`config.mk`:
```
export PLATFORM = sky130hd
export DESIGN_NAME = egk_bit_packer
export DESIGN_NICKNAME = d
export VERILOG_FILES = /design/src/rtl/egk_pkg.sv /design/src/rtl/egk_bit_merge.sv /design/src/rtl/egk_bit_packer.sv
export SDC_FILE = /design/constraint.sdc
export NUM_CORES = 1
export LEC_CHECK = 0
export BUFFER_PORTS_ARGS = -buffer_cell sky130_fd_sc_hd__buf_2
export CORE_MARGIN = 10
export CORE_UTILIZATION = 60
export CTS_BUF_LIST = sky130_fd_sc_hd__clkbuf_4 sky130_fd_sc_hd__clkbuf_8
export DETAILED_ROUTE_END_ITERATION = 16
export GPL_TIMING_DRIVEN = 0
export PLACE_DENSITY = 0.89
export RECOVER_POWER = 100
export SLEW_MARGIN = 30
export SYNTH_ARGS = -nofsm -noshare
export SYNTH_HDL_FRONTEND = slang
export SYNTH_SLANG_ARGS = --single-unit
```
`constraint.sdc`:
```
create_clock -name clk -period 5.39 [get_ports clk]
set_clock_uncertainty 0.2 [all_clocks]
set_input_delay 1.078 -clock clk [delete_from_list [all_inputs] [get_ports clk]]
set_output_delay 1.078 -clock clk [all_outputs]
set_load 0.02 [all_outputs]
```
`src/rtl/egk_pkg.sv`:
```
// Shared types for the Exp-Golomb bit packer: FSM state and codeword bundle.
package egk_pkg;
  localparam int EGK_MAX_BITS = 16;

  typedef enum logic [1:0] {RUN, DRAIN, PAD, DONE} pack_state_t;

  typedef struct packed {
    logic [EGK_MAX_BITS-1:0] code;
    logic [7:0]              len;
  } codeword_t;
endpackage

```
`src/rtl/egk_bit_merge.sv`:
```
// Combinational buffer update: optional word shift-out, then OR a right-aligned
// codeword into the left-aligned buffer directly below the (post-shift) fill point.
module egk_bit_merge
  import egk_pkg::*;
#(
  parameter int MAX_BITS = EGK_MAX_BITS,
  parameter int OUT_W    = 8,
  parameter int BUF_W    = MAX_BITS + OUT_W,
  parameter int FW       = $clog2(BUF_W)
) (
  input  logic [BUF_W-1:0]    i_buf,
  input  logic [FW-1:0]       i_fill,
  input  logic                i_shift,
  input  logic                i_acc,
  input  logic [MAX_BITS-1:0] i_code,
  input  logic [7:0]          i_len,
  output logic [BUF_W-1:0]    o_buf,
  output logic [FW-1:0]       o_fill
);
  logic [BUF_W-1:0] w_base;
  logic [BUF_W-1:0] w_code;
  logic [FW-1:0]    w_bfill;
  logic [7:0]       w_sh;

  always_comb begin
    w_base  = i_shift ? (i_buf << OUT_W) : i_buf;
    w_bfill = i_shift ? (i_fill - FW'(OUT_W)) : i_fill;
    // Strip any stray bits above code_len so they cannot corrupt earlier bits.
    w_code  = BUF_W'(i_code) & ((BUF_W'(1) << i_len) - BUF_W'(1));
    w_sh    = 8'(BUF_W) - 8'(w_bfill) - i_len;
    o_buf   = i_acc ? (w_base | (w_code << w_sh)) : w_base;
    o_fill  = i_acc ? (w_bfill + FW'(i_len)) : w_bfill;
  end
endmodule

```
`src/rtl/egk_bit_packer.sv`:
```
// Packs variable-length codewords MSB-first into OUT_W-bit words; flush drains the
// buffer, pads the last partial word and pulses flush_done.
module egk_bit_packer
  import egk_pkg::*;
#(
  parameter int   MAX_BITS = EGK_MAX_BITS,
  parameter int   OUT_W    = 8,
  parameter logic PAD_BIT  = 1'b0
) (
  input  logic                clk,
  input  logic                rst_n,
  input  logic                in_valid,
  output logic                in_ready,
  input  logic [MAX_BITS-1:0] code,
  input  logic [7:0]          code_len,
  input  logic                flush,
  output logic                out_valid,
  input  logic                out_ready,
  output logic [OUT_W-1:0]    out_word,
  output logic [3:0]          out_nbits,
  output logic                out_last,
  output logic                flush_done,
  output logic                len_err,
  output logic [31:0]         total_bits
);
  localparam int BUF_W = MAX_BITS + OUT_W;
  localparam int FW    = $clog2(BUF_W);

  pack_state_t      r_state;
  logic [BUF_W-1:0] r_buf;
  logic [FW-1:0]    r_fill;
  logic             r_live;
  logic             r_len_err;
  logic [31:0]      r_total;

  logic [7:0]       w_len;
  logic             w_acc;
  logic             w_fire;
  logic [BUF_W-1:0] w_buf_n;
  logic [FW-1:0]    w_fill_n;
  logic [OUT_W-1:0] w_top;
  logic [OUT_W-1:0] w_padmask;

  always_comb begin
    w_len     = (code_len > 8'(MAX_BITS)) ? 8'(MAX_BITS) : code_len;
    // r_live keeps in_ready low through reset and releases it one edge later.
    in_ready  = r_live && (r_state == RUN) && (r_fill < FW'(OUT_W));
    w_acc     = in_valid && in_ready;
    out_valid = (((r_state == RUN) || (r_state == DRAIN)) && (r_fill >= FW'(OUT_W)))
                || (r_state == PAD);
    w_fire    = out_valid && out_ready;
    w_top     = r_buf[BUF_W-1 -: OUT_W];
    w_padmask = {OUT_W{1'b1}} >> r_fill;
    out_word  = ((r_state == PAD) && PAD_BIT) ? (w_top | w_padmask) : w_top;
    out_nbits = (r_state == PAD) ? 4'(r_fill) : 4'(OUT_W);
    out_last  = (r_state == PAD) || ((r_state == DRAIN) && (r_fill == FW'(OUT_W)));
  end

  assign flush_done = (r_state == DONE);
  assign len_err    = r_len_err;
  assign total_bits = r_total;

  egk_bit_merge #(
    .MAX_BITS(MAX_BITS), .OUT_W(OUT_W), .BUF_W(BUF_W), .FW(FW)
  ) u_merge (
    .i_buf  (r_buf),
    .i_fill (r_fill),
    .i_shift(w_fire && (r_state != PAD)),
    .i_acc  (w_acc),
    .i_code (code),
    .i_len  (w_len),
    .o_buf  (w_buf_n),
    .o_fill (w_fill_n)
  );

  always_ff @(posedge clk) begin
    if (!rst_n) begin
      r_state   <= RUN;
      r_buf     <= '0;
      r_fill    <= '0;
      r_live    <= 1'b0;
      r_len_err <= 1'b0;
      r_total   <= '0;
    end else begin
      r_live <= 1'b1;
      r_buf  <= w_buf_n;
      r_fill <= w_fill_n;
      if (w_acc) r_total <= r_total + 32'(w_len);
      if (w_acc && (code_len > 8'(MAX_BITS))) r_len_err <= 1'b1;
      case (r_state)
        RUN:   if (flush) r_state <= DRAIN;
        DRAIN: if (r_fill < FW'(OUT_W)) r_state <= (r_fill == '0) ? DONE : PAD;
        PAD: if (w_fire) begin
          r_buf   <= '0;
          r_fill  <= '0;
          r_state <= DONE;
        end
        DONE:    r_state <= RUN;
        default: r_state <= RUN;
      endcase
    end
  end
endmodule

```
---- Yosys cells after proc, flatten, opt, wreduce, memory -nomap -nowiden ----
Index checks and enable logic that the tools add are counted.
word-level totals
  flip-flop bits (word level) ............. 65
  input bits .............................. 29
  word-level logic and storage cells ...... 57
  output and inout port bits .............. 49
cells by class
  multiplexer cells ....................... 16
  bitwise logic cells ..................... 2
  eq/ne operators ......................... 8
  shift-type cells ........................ 2
  add/sub/neg operators ................... 6
  $lt $le $gt $ge ......................... 3
  reductions and logical operators ........ 14
operators with widths
  operator                 number
  $mux W24                 4
  $add A32 B8 Y32          1
  $and A16 B24 Y24         1
  $or A24 B24 Y24          1
  $shl A1 B8 Y24 const A   1
  $shl A24 B8 Y24          1
  $sub A24 B1 Y24 const B  1
  $mux W5                  4
  $gt A8 B5 Y1 const B     1
  $logic_and A1 B1 Y1      8
  $mux W8                  1
  $pmux W2 S4              1
  $sub A8 B8 Y8            1
  $mux W2                  3
  $ne A2 B2 Y1 const B     3
  $sub A5 B5 Y6 const A    1
  $add A5 B5 Y5            1
  $eq A5 B4 Y1 const B     1
  $ge A5 B4 Y1 const B     1
  $logic_not A5 Y1         1
  $lt A5 B4 Y1 const B     1
  $sub A5 B4 Y5 const B    1
  $eq A2 B2 Y1 const B     2
  $mux W4                  1
  6 further kinds          9

---- Logic depth before layout (Yosys ltp) ----
Gate-level depths: netlist of run 1.
  depth in word-level cells ............... 14
  mapped depth ............................ 20

---- Hierarchy ----
From an unflattened synthesis of run 1, not the netlist that was laid out.
second synthesis, totals
  cell total of the unflattened synthesis .. 691
  area, all modules ....................... 5,436.5 µm²
by module, submodules not included
  module          area an instance (µm²)  times used  cells an instance
  egk_bit_packer  2,960.3                 1           320
  egk_bit_merge   2,476.1                 1           371

---- Worst setup path before layout of run 1 ----
Ideal clock, no wire load.
  kind .................................... input-to-reg
  from .................................... in code_len[6]
  to ...................................... reg r_total[31], in the netlist total_bits[31]
  cell stages on the path ................. 16
  buffers on the path ..................... 3
  arrival time ............................ 4.247 ns
  slack ................................... 0.828 ns
  cell sequence ........................... or4_1 -> buf_2 -> inv_2 -> buf_6 -> nand2_1 -> inv_1 -> ha_1 -> a21o_1 -> a21o_1 -> a2111oi_0 -> nor3_1 -> nor2_1 -> clkbuf_1 -> nor3_1 -> xor2_1 -> and2_1
between the ends
  longest elaborated chain between the ends .. 3
RTL lines
  what                  line                  text
  from (decl)           egk_bit_packer.sv:15  input logic [7:0] code_len,
  $gt A8 B5 Y1          egk_bit_packer.sv:45  w_len = (code_len > 8'(MAX_BITS)) ? 8'(MAX_BITS) : code_len;
  $mux W8 (*)           egk_bit_packer.sv:45
  $add A32 B8 Y32 (*)   egk_bit_packer.sv:88  if (w_acc) r_total <= r_total + 32'(w_len);
  to (signal assigned)  egk_bit_packer.sv:88
  to (decl)             egk_bit_packer.sv:34  logic [31:0] r_total;
Mark *: on every way between the ends. The rest lies on a longest branch, timed or not.
A chain may end at the register's enable or synchronous reset.

---- Worst setup path after layout of run 1 ----
  from .................................... reg r_fill[3]
  to ...................................... reg r_buf[14]
between the ends
  longest elaborated chain between the ends .. 13
RTL lines
  what                    line                  text
  from (decl)             egk_bit_packer.sv:31  logic [FW-1:0] r_fill;
  from (signal assigned)  egk_bit_packer.sv:87  r_fill <= w_fill_n;
  $ge A5 B4 Y1            egk_bit_packer.sv:49  out_valid = (((r_state == RUN) || (r_state == DRAIN)) && (r_fill >= FW'(OUT_W)))
  $logic_and A1 B1 Y1     egk_bit_packer.sv:49
  $logic_or A1 B1 Y1      egk_bit_packer.sv:50  || (r_state == PAD);
  $logic_and A1 B1 Y1     egk_bit_packer.sv:51  w_fire = out_valid && out_ready;
  $logic_and A1 B1 Y1     egk_bit_packer.sv:68  .i_shift(w_fire && (r_state != PAD)),
  $mux W5                 egk_bit_merge.sv:27   w_bfill = i_shift ? (i_fill - FW'(OUT_W)) : i_fill;
  $sub A5 B5 Y6           egk_bit_merge.sv:30   w_sh = 8'(BUF_W) - 8'(w_bfill) - i_len;
  $sub A8 B8 Y8           egk_bit_merge.sv:30
  $shl A24 B8 Y24         egk_bit_merge.sv:31   o_buf = i_acc ? (w_base | (w_code << w_sh)) : w_base;
  $or A24 B24 Y24         egk_bit_merge.sv:31
  $mux W24                egk_bit_merge.sv:31
  $mux W24                egk_bit_packer.sv:93  PAD: if (w_fire) begin
  $mux W24 (*)            egk_bit_packer.sv:90  case (r_state)
  to (signal assigned)    egk_bit_packer.sv:86  r_buf <= w_buf_n;
  to (decl)               egk_bit_packer.sv:30  logic [BUF_W-1:0] r_buf;
Marked as above.

==> flow_summary.rst, run 1 <==
.. list-table::
   :header-rows: 1

   * - Metric
     - Value
   * - Number of post-CTS setup repair buffers
     - 0
   * - Final number of hold-violating endpoints
     - 0
   * - I/O pin total
     - 78
   * - Netlist area before placement
     - 5320 um2
   * - Required time worst endpoint
     - approximately 5.5 ns
   * - Worst hold-check path type
     - flip-flop to flip-flop
   * - Final setup violation count
     - 0
   * - Type of origin of the critical path
     - flip-flop
   * - Worst reg2reg path startpoint
     - r_fill[3]
   * - DR iter-0 viols
     - 451
   * - Period Utilization, post-route
     - roughly 94%
   * - Clock tree from TritonCTS
     - built
   * - Cell-internal power
     - between 1000 and 1500 uW
   * - Initial standard-cell utilization of the core
     - about 61%
   * - Number of hold buffers added after CTS
     - 0
   * - Clock root cell
     - clkbuf_8
   * - Via count of the first global-routing pass
     - 5508
   * - Layout Nets
     - 839
   * - Global-route wire length before repair
     - 26400 um
   * - Post-synth top area share
     - 24.5%
   * - Total track usage
     - 24.0%
   * - Count leader, synth
     - nand2_1
   * - Depth of the worst register-to-register path
     - 18
   * - Largest voltage drop on the vdd net
     - ~0.25 mV
   * - Minimum period implied by the final worst setup slack
     - around 5.1 ns
   * - Worst hold path cell count
     - 2
   * - Sequential share of the synthesized area
     - between 20% and 30%
   * - Beginning of the worst hold path
     - r_buf[3]
   * - Die area
     - 13000 um2
   * - Power per unit of standard cell area
     - 487 nW/um2
   * - Number of max-slew violations in the final report
     - 0
   * - Buffers on Ports
     - 75
   * - First-pass iteration count of the detailed router
     - 6
   * - Post-synth EDFFs
     - 0
   * - Clock Sinks
     - 65
   * - Share of cells above drive strength 1
     - 9.82%
   * - Main flop type after synthesis
     - dfxtp_1
   * - Dominant cell type by area after synthesis
     - dfxtp_1
   * - Number of antenna diodes
     - 0
   * - Unrepaired setup endpoints after global routing
     - false
   * - Timing-limited maximum frequency
     - 198 MHz
   * - Count of max-cap constraint violations
     - 0
   * - Top post-synthesis cells by count
     - 75 x nand2_1, 65 x dfxtp_1, 44 x nor2_1, 36 x and2_1, 36 x clkbuf_1
   * - Data arrival time of the critical path
     - 5.15 ns
   * - Power consumption
     - 2930 uW
   * - CTS H-tree depth
     - 3
   * - Combinational power share
     - 62.9%
   * - Number of antenna violations at the first check in global routing
     - 0
   * - Startpoint-to-endpoint class of the critical path
     - flip-flop to flip-flop
   * - Die H
     - 114 um
   * - Status
     - completed
   * - DRC violations left
     - 0
   * - Slew @ Worst Pin
     - 0.852 ns
   * - Placeable Area
     - 8680 um2
   * - Leakage power total
     - 0.00252 uW
   * - Number of unique standard cell types used by synthesis
     - 71
   * - End of the worst register-to-register path
     - r_buf[14]
   * - Area added between synthesis and finish
     - 13.1%
   * - Switching share of total power
     - between 50% and 60%
   * - TritonCTS buffer count
     - 9
   * - Routed vias
     - 5644
   * - Total Routed Length
     - 16000 um
   * - Worst-case setup slack after placement
     - -0.0229 ns
   * - HPWL after detailed placement
     - ~12000 um
   * - Pin count of the biggest net entering global routing
     - 14
   * - Drt via density
     - 6.33
   * - Switching power summed over all nets
     - between 1000 and 1500 uW
   * - Worst hold path endpoint
     - r_buf[3]
   * - Weighted congestion at the end of routability-driven global placement
     - 0.950
   * - Global route overflow
     - 0
   * - Non-filler cells in the finished layout
     - between 800 and 900
   * - Number of nets still failing antenna checks after routing
     - 0
   * - Synth Instances
     - 690
   * - Cell types occupying the most area after synthesis
     - dfxtp_1 24%, ha_1 6.6%, mux2i_1 5.5%
   * - Placement row count
     - 34
   * - Avg Synthesized Cell Area
     - around 7.7 um2
   * - Flip-flop and latch count after synthesis
     - between 60 and 70
   * - Width of the chip
     - 114 um
   * - Worst Path Max Fanout
     - 10
   * - Yosys synthesis warning count
     - 0
   * - Flop pwr share
     - 19.0%
   * - Clock power frac
     - 18.1%
   * - Number of gates resized after cts
     - 0
   * - Source-to-sink clock delay at the later pin of the worst-skew pair
     - approximately 0.35 ns
   * - Type of destination of the critical path
     - flip-flop
   * - Average detailed-routed wire length per instance
     - 18.0 um
   * - Reg-to-reg setup timing slack
     - 0.33 ns
   * - Register clock-pin slew on the reported worst setup and hold paths
     - about 0.080 ns
   * - Placed Cells
     - just under 900
   * - Share of async-settable or async-resettable flops after synthesis
     - 0%
   * - Rel. slew slack
     - 43.0%
   * - Worst setup slack after layout
     - approximately 0.33 ns
   * - Clock tree buffer depth
     - 2
-- final cells by class --
cell class | count | area (um2)
Buffer | 53 | 258
Clock buffer | 9 | 124
Clock inverter | 7 | 125
Fill cell | 760 | 2660
Inverter | 26 | 97.6
Multi-Input combinational cell | 549 | 3660
Sequential cell | 65 | 1300
Tap cell | 108 | 135
Timing Repair Buffer | 75 | 313
-- through the flow --
step	TNS [ns]	area (um2)	hold WS (ns)	util, %
after floorplan	0	5330	0.230	-
final	0	6020	0.258	69.3
after CTS	0	6090	0.260	70.2
after global routing	0	6020	0.291	69.3
after detailed placement	-0.0229	5840	0.250	67.3
after global placement	-0.0537	5840	0.243	67.3
-- kinds of logic (layout without fill, tap and decap cells) --
kind of cell / Yosys count / in the layout / synth area share (%)
muxes: 36 / 36 / 7.15
xor gates and xnor gates: 40 / 40 / 6.59
AOI/OAI and AO/OA: 161 / 161 / 20.6
adders and majority gates: 31 / 31 / 7.71
other: 2 / 5 / 0.141
buffers and inverters: 79 / 170 / 6.89
DFF: 65 / 65 / 24.5
and+or+nand+nor: 276 / 276 / 26.5
-- worst max-delay path, stage by stage, from the launching register on --
cell and delay, ns:
dfxtp_1 0.37, inv_1 0.19, ha_1 0.25, nor2b_1 0.19, a211o_1 0.16, buf_6 0.12
clkbuf_2 0.33, clkbuf_1 0.46, nor2_1 0.11, a31oi_1 0.16, o211ai_1 0.11, ha_1 0.28
or4_1 0.52, mux2i_1 0.19, nor2_1 0.12, nor2_1 0.24, clkbuf_1 0.42, o2111ai_1 0.32
a31oi_1 0.23
-- state kept, by name (all words and copies together) (netlist names) --
| register | flops |
|---|---|
| total_bits | 32 |
| r_live | 1 |
| r_buf | 24 |
| len_err | 1 |
| r_state | 2 |
| r_fill | 5 |
-- routing by layer --
| layer | GRT usage, % | vias to the layer above | wire length, um |
|---|---|---|---|
| li1 | - | 2656 | - |
| met1 | 28.2 | 2678 | 6430 |
| met2 | 42.2 | 260 | 8070 |
| met3 | 3.83 | 50 | 1010 |
| met4 | 9.86 | 0 | 528 |
| met5 | 0 | - | 0 |
-- power by group through the flow --
| stage | registers [uW] | clock network, uW | logic, uW |
|---|---|---|---|
| final | 556 | 530 | 1840 |
| after global routing | 560 | 545 | 2000 |
| after floorplan | 564 | 0 | 1370 |
| after CTS | 554 | 528 | 1810 |
| after detailed placement | 565 | 0 | 1800 |
| after global placement | 561 | 0 | 1760 |
-- worst max path at each step --
stage,from,to,slack (ns)
after floorplan,code_len[6],total_bits[31],0.83
after global routing,r_fill[3],r_buf[0],0.002
final,r_fill[3],r_buf[14],0.33
after global placement,out_ready,r_buf[9],-0.03
after CTS,r_fill[3],r_buf[14],0.21
after detailed placement,out_ready,r_buf[14],-0.02
-- layout by cell type (no fill, tap or decap), types with 6 or more instances in the layout --
cell,instances
xnor2_1,27
clkbuf_1,85
mux2i_1,29
nand4_1,26
nand2_1,75
dfxtp_1,65
or3_1,6
a311oi_1,6
a31oi_1,17
a21o_1,9
nor2_1,44
buf_4,10
o211ai_1,6
nor3_1,17
o21ai_1,9
o21ai_0,24
inv_1,26
a21oi_1,31
a211oi_1,7
and2_1,12
buf_2,27
xor2_1,13
and2_0,24
o21a_1,7
nand3_1,31
clkbuf_8,9
nand2b_1,7
and3_1,10
ha_1,28
o22ai_1,8
Power figures use the tool's default switching activity.
==> run 2: changes to the inputs <==
--- a/config.mk
+++ b/config.mk
@@ -16,4 +16,5 @@
 export SLEW_MARGIN = 30
 export SYNTH_ARGS = -nofsm -noshare
 export SYNTH_HDL_FRONTEND = slang
+export SYNTH_HIERARCHICAL = 1
 export SYNTH_SLANG_ARGS = --single-unit
==> run 2 against run 1 <==
  * Synthesized cell count increased by 0.14%
  * Critical endpoint is now r_buf[15]
  * Critical path depth decreased by 3
  * Area after synthesis increased by 2.2%
  * Hold slack improved by 0.022 ns
  * Largest cell class unchanged
  * Core utilization increased by 1.1 points
  * Sequential power increased by 2%
  * Maximum frequency decreased by 3.0%
  * Cell area increased by 2.6%
  * Sequential share of layout area decreased by 0.55 points
  * Combinational power decreased by 30%
  * Via count decreased by 1.2%
  * First-iteration DRC count increased by 0.44%
==> flow_summary.rst, run 2 <==
.. list-table::
   :header-rows: 1

   * - Metric
     - Value
   * - Timing-limited maximum frequency
     - 192 MHz (was 198 MHz)
   * - End of the worst register-to-register path
     - r_buf[22] (was r_buf[14])
   * - Clock Sinks
     - 65 (unchanged)
   * - Number of nets still failing antenna checks after routing
     - 0 (unchanged)
   * - Number of post-CTS setup repair buffers
     - 0 (unchanged)
   * - Yosys synthesis warning count
     - 6 (was 0)
   * - TritonCTS buffer count
     - 9 (unchanged)
   * - First-pass iteration count of the detailed router
     - 5 (was 6)
   * - Placement row count
     - 34 (unchanged)
   * - Commonest cells after routing, fill and taps aside
     - 71 x clkbuf_1, 65 x nor2_1, 65 x dfxtp_1 (was 85 x clkbuf_1, 75 x nand2_1, 65 x dfxtp_1)
   * - Clock tree buffer depth
     - 2 (unchanged)
   * - HPWL after detailed placement
     - 12300 um (about the same)
   * - Global-route wire length before repair
     - 27100 um (was 26400 um)
   * - Switching share of total power
     - 45.5% (was 50.2%)
   * - Final setup violation count
     - 0 (unchanged)
   * - Top post-synthesis cells by count
     - 65 x dfxtp_1, 65 x nor2_1, 55 x nand2_1, 43 x and2_1, 33 x inv_1 (was 75 x nand2_1, 65 x dfxtp_1, 44 x nor2_1, 36 x and2_1, 36 x clkbuf_1)
   * - Avg Synthesized Cell Area
     - 7.87 um2 (was 7.71 um2)
   * - Pin count of the biggest net entering global routing
     - 13 (was 14)
   * - Final number of hold-violating endpoints
     - 0 (unchanged)
   * - Netlist area before placement
     - 5440 um2 (was 5320 um2)
   * - Share of async-settable or async-resettable flops after synthesis
     - 0% (unchanged)
   * - Global route overflow
     - 0 (unchanged)
   * - Reg-to-reg setup timing slack
     - 0.48 ns (was 0.33 ns)
   * - Unrepaired setup endpoints after global routing
     - false (unchanged)
   * - Width of the chip
     - 115 um (was 114 um)
   * - Final-layout setup total negative slack
     - 0 ns (unchanged)
   * - Number of antenna violations at the first check in global routing
     - 0 (unchanged)
   * - Number of unique standard cell types used by synthesis
     - 78 (was 71)
   * - Share of cells above drive strength 1
     - 13.5% (was 9.82%)
   * - Clock tree from TritonCTS
     - built (unchanged)
   * - Drt via density
     - 6.18 (was 6.33)
   * - Minimum period implied by the final worst setup slack
     - 5.22 ns (was 5.06 ns)
   * - Number of max-slew violations in the final report
     - 0 (unchanged)
   * - I/O pin total
     - 78 (unchanged)
   * - Required time worst endpoint
     - 5.48 ns (was 5.47 ns)
   * - Placeable Area
     - 8760 um2 (was 8680 um2)
   * - Total Routed Length
     - 16100 um (was 16000 um)
   * - Register area
     - 1300 um2 (unchanged)
   * - Beginning of the worst hold path
     - len_err (was r_buf[3])
   * - Status
     - completed (unchanged)
   * - Depth of the worst register-to-register path
     - 17 (was 18)
   * - Startpoint-to-endpoint class of the critical path
     - input port to flip-flop (was flip-flop to flip-flop)
   * - Area occupied by multi-input gates
     - 3810 um2 (was 3660 um2)
   * - Period Utilization, post-route
     - 96.9% (was 93.9%)
   * - Weighted congestion at the end of routability-driven global placement
     - 0.937 (was 0.950)
   * - Routed vias
     - 5579 (was 5644)
   * - Rel. slew slack
     - 52.0% (was 43.0%)
   * - Clock root cell
     - clkbuf_8 (unchanged)
   * - Combinational power share
     - 55.4% (was 62.9%)
   * - Type of destination of the critical path
     - flip-flop (unchanged)
   * - Buffers on Ports
     - 77 (was 75)
   * - Largest voltage drop on the vdd net
     - 0.242 mV (was 0.248 mV)
   * - Main flop type after synthesis
     - dfxtp_1 (unchanged)
   * - Leakage power total
     - 0.00244 uW (was 0.00252 uW)
   * - Total track usage
     - 24.3% (was 24.0%)
   * - Switching power summed over all nets
     - 1050 uW (was 1470 uW)
   * - Worst hold-check path type
     - flip-flop to flip-flop (unchanged)
   * - Flip-flop and latch count after synthesis
     - 65 (unchanged)
   * - Area added between synthesis and finish
     - 13.6% (was 13.1%)
   * - Number of flip-flops in the largest register
     - 32 (unchanged)
   * - Cell types occupying the most area after synthesis
     - dfxtp_1 24%, ha_1 6.0%, and2_1 4.9% (was dfxtp_1 24%, ha_1 6.6%, mux2i_1 5.5%)
   * - Register clock-pin slew on the reported worst setup and hold paths
     - 0.07 ns (was 0.08 ns)
   * - Data arrival time of the critical path
     - 5.31 ns (was 5.15 ns)
   * - Flop pwr share
     - 24.5% (was 19.0%)
   * - CTS H-tree depth
     - 3 (unchanged)
   * - Worst setup endpoint
     - r_buf[15] (was r_buf[14])
   * - Number of antenna diodes
     - 0 (unchanged)
   * - Via count of the first global-routing pass
     - 5679 (was 5508)
   * - Die area
     - 13300 um2 (was 13000 um2)
   * - Worst reg2reg path startpoint
     - r_fill[3] (unchanged)
   * - Count of max-cap constraint violations
     - 0 (unchanged)
   * - Critical Path Start
     - code_len[6] (was r_fill[3])
   * - Power consumption
     - 2320 uW (was 2930 uW)
   * - Type of origin of the critical path
     - input port (was flip-flop)
   * - Dominant cell type by area after synthesis
     - dfxtp_1 (unchanged)
   * - DRC violations left
     - 0 (unchanged)
   * - Cell-internal power
     - 1260 uW (was 1460 uW)
   * - Die H
     - 115 um (was 114 um)
   * - Fill cell total of the finished layout
     - 707 (was 760)
   * - Source-to-sink clock delay at the later pin of the worst-skew pair
     - 0.34 ns (was 0.35 ns)
   * - Power per unit of standard cell area
     - 375 nW/um2 (was 487 nW/um2)
   * - Synth Instances
     - 691 (was 690)
   * - Most common library cell in the layout ignoring fill and taps
     - clkbuf_1 (unchanged)
   * - Post-synth top area share
     - 23.9% (was 24.5%)
   * - Sequential share of the synthesized area
     - 23.9% (was 24.5%)
   * - Layout Nets
     - 848 (was 839)
   * - Clock power frac
     - 20.1% (was 18.1%)
   * - Slew @ Worst Pin
     - 0.714 ns (was 0.852 ns)
   * - Average detailed-routed wire length per instance
     - 17.8 um (was 18.0 um)
   * - Worst Path Max Fanout
     - 10 (unchanged)
   * - End-of-flow core utilization
     - 70.5% (was 69.3%)
   * - Initial standard-cell utilization of the core
     - 62.0% (was 61.3%)
   * - Post-synth EDFFs
     - 0 (unchanged)
   * - DR iter-0 viols
     - 453 (was 451)
[run 2: logic make-up after synthesis]
family / count (synthesis) / synth area share (%)
xor+xnor: 42 / 6.77
compound gates: 182 / 24.3
mux: 28 / 5.59
other cells: 1 / 0.0690
flops: 65 / 23.9
fa+ha+maj: 29 / 7.09
buf+inv: 81 / 7.07
simple gates: 263 / 25.2
[run 2: worst min-delay path by stage]
stage	to	depth (start not counted)
6_report	len_err	2
5_1_grt	total_bits[6]	2
3_5_place_dp	len_err	2
4_1_cts	len_err	2
2_1_floorplan	total_bits[31]	2
3_3_place_gp	len_err	2
[run 2: critical path, stage by stage]
cell and delay [ns]:
buf_2 0.09, or3_1 0.37, or2_2 0.37, or4_1 0.56
buf_2 0.22, or2_2 0.35, ha_1 0.28, nor3_1 0.26
a22oi_1 0.15, o31ai_1 0.64, a221oi_1 0.18, a31oi_1 0.23
a21oi_1 0.18, o221ai_1 0.22, and2_1 0.15
[run 2: layer usage]
layer	up-vias	global-route usage, %	routed length (um)
met5	-	0	0
met4	0	9.32	504
met3	39	5.83	1190
met2	258	40.5	7790
met1	2598	29.4	6600
li1	2684	-	-
[run 2: final cells by class]
type | instances | share of cell area (%)
Timing Repair Buffer | 77 | 5.29
Multi-Input combinational cell | 556 | 61.7
Buffer | 48 | 4.11
Inverter | 33 | 2.01
Tap cell | 108 | 2.19
Sequential cell | 65 | 21.1
Clock buffer | 10 | 2.13
Clock inverter | 6 | 1.50
[run 2: repair_timing]
action / CTS / global route
pin swaps: 0 / 1
setup endpoints to repair: 17 / 24
resized for setup: 4 / 18
hold buffers: 0 / 0
[run 2: power by group through the flow]
| stage | registers [uW] | clock network, uW | logic, uW |
|---|---|---|---|
| 2_1_floorplan | 578 | 0 | 929 |
| 3_3_place_gp | 573 | 0 | 1200 |
| 3_5_place_dp | 579 | 0 | 1230 |
| 4_1_cts | 567 | 469 | 1250 |
| 5_1_grt | 575 | 489 | 1420 |
| 6_report | 568 | 465 | 1280 |
[run 2: per-stage QoR]
stage / setup WS [ns] / area, um2 / std cells / hold WS (ns)
2_1_floorplan: 0.218 / 5480 / 702 / 0.341
3_3_place_gp: -0.587 / 6000 / 887 / 0.251
3_5_place_dp: -0.641 / 6000 / 887 / 0.260
4_1_cts: 0.0645 / 6240 / 903 / 0.281
5_1_grt: 0.00393 / 6180 / 903 / 0.311
6_report: 0.168 / 6180 / 903 / 0.280
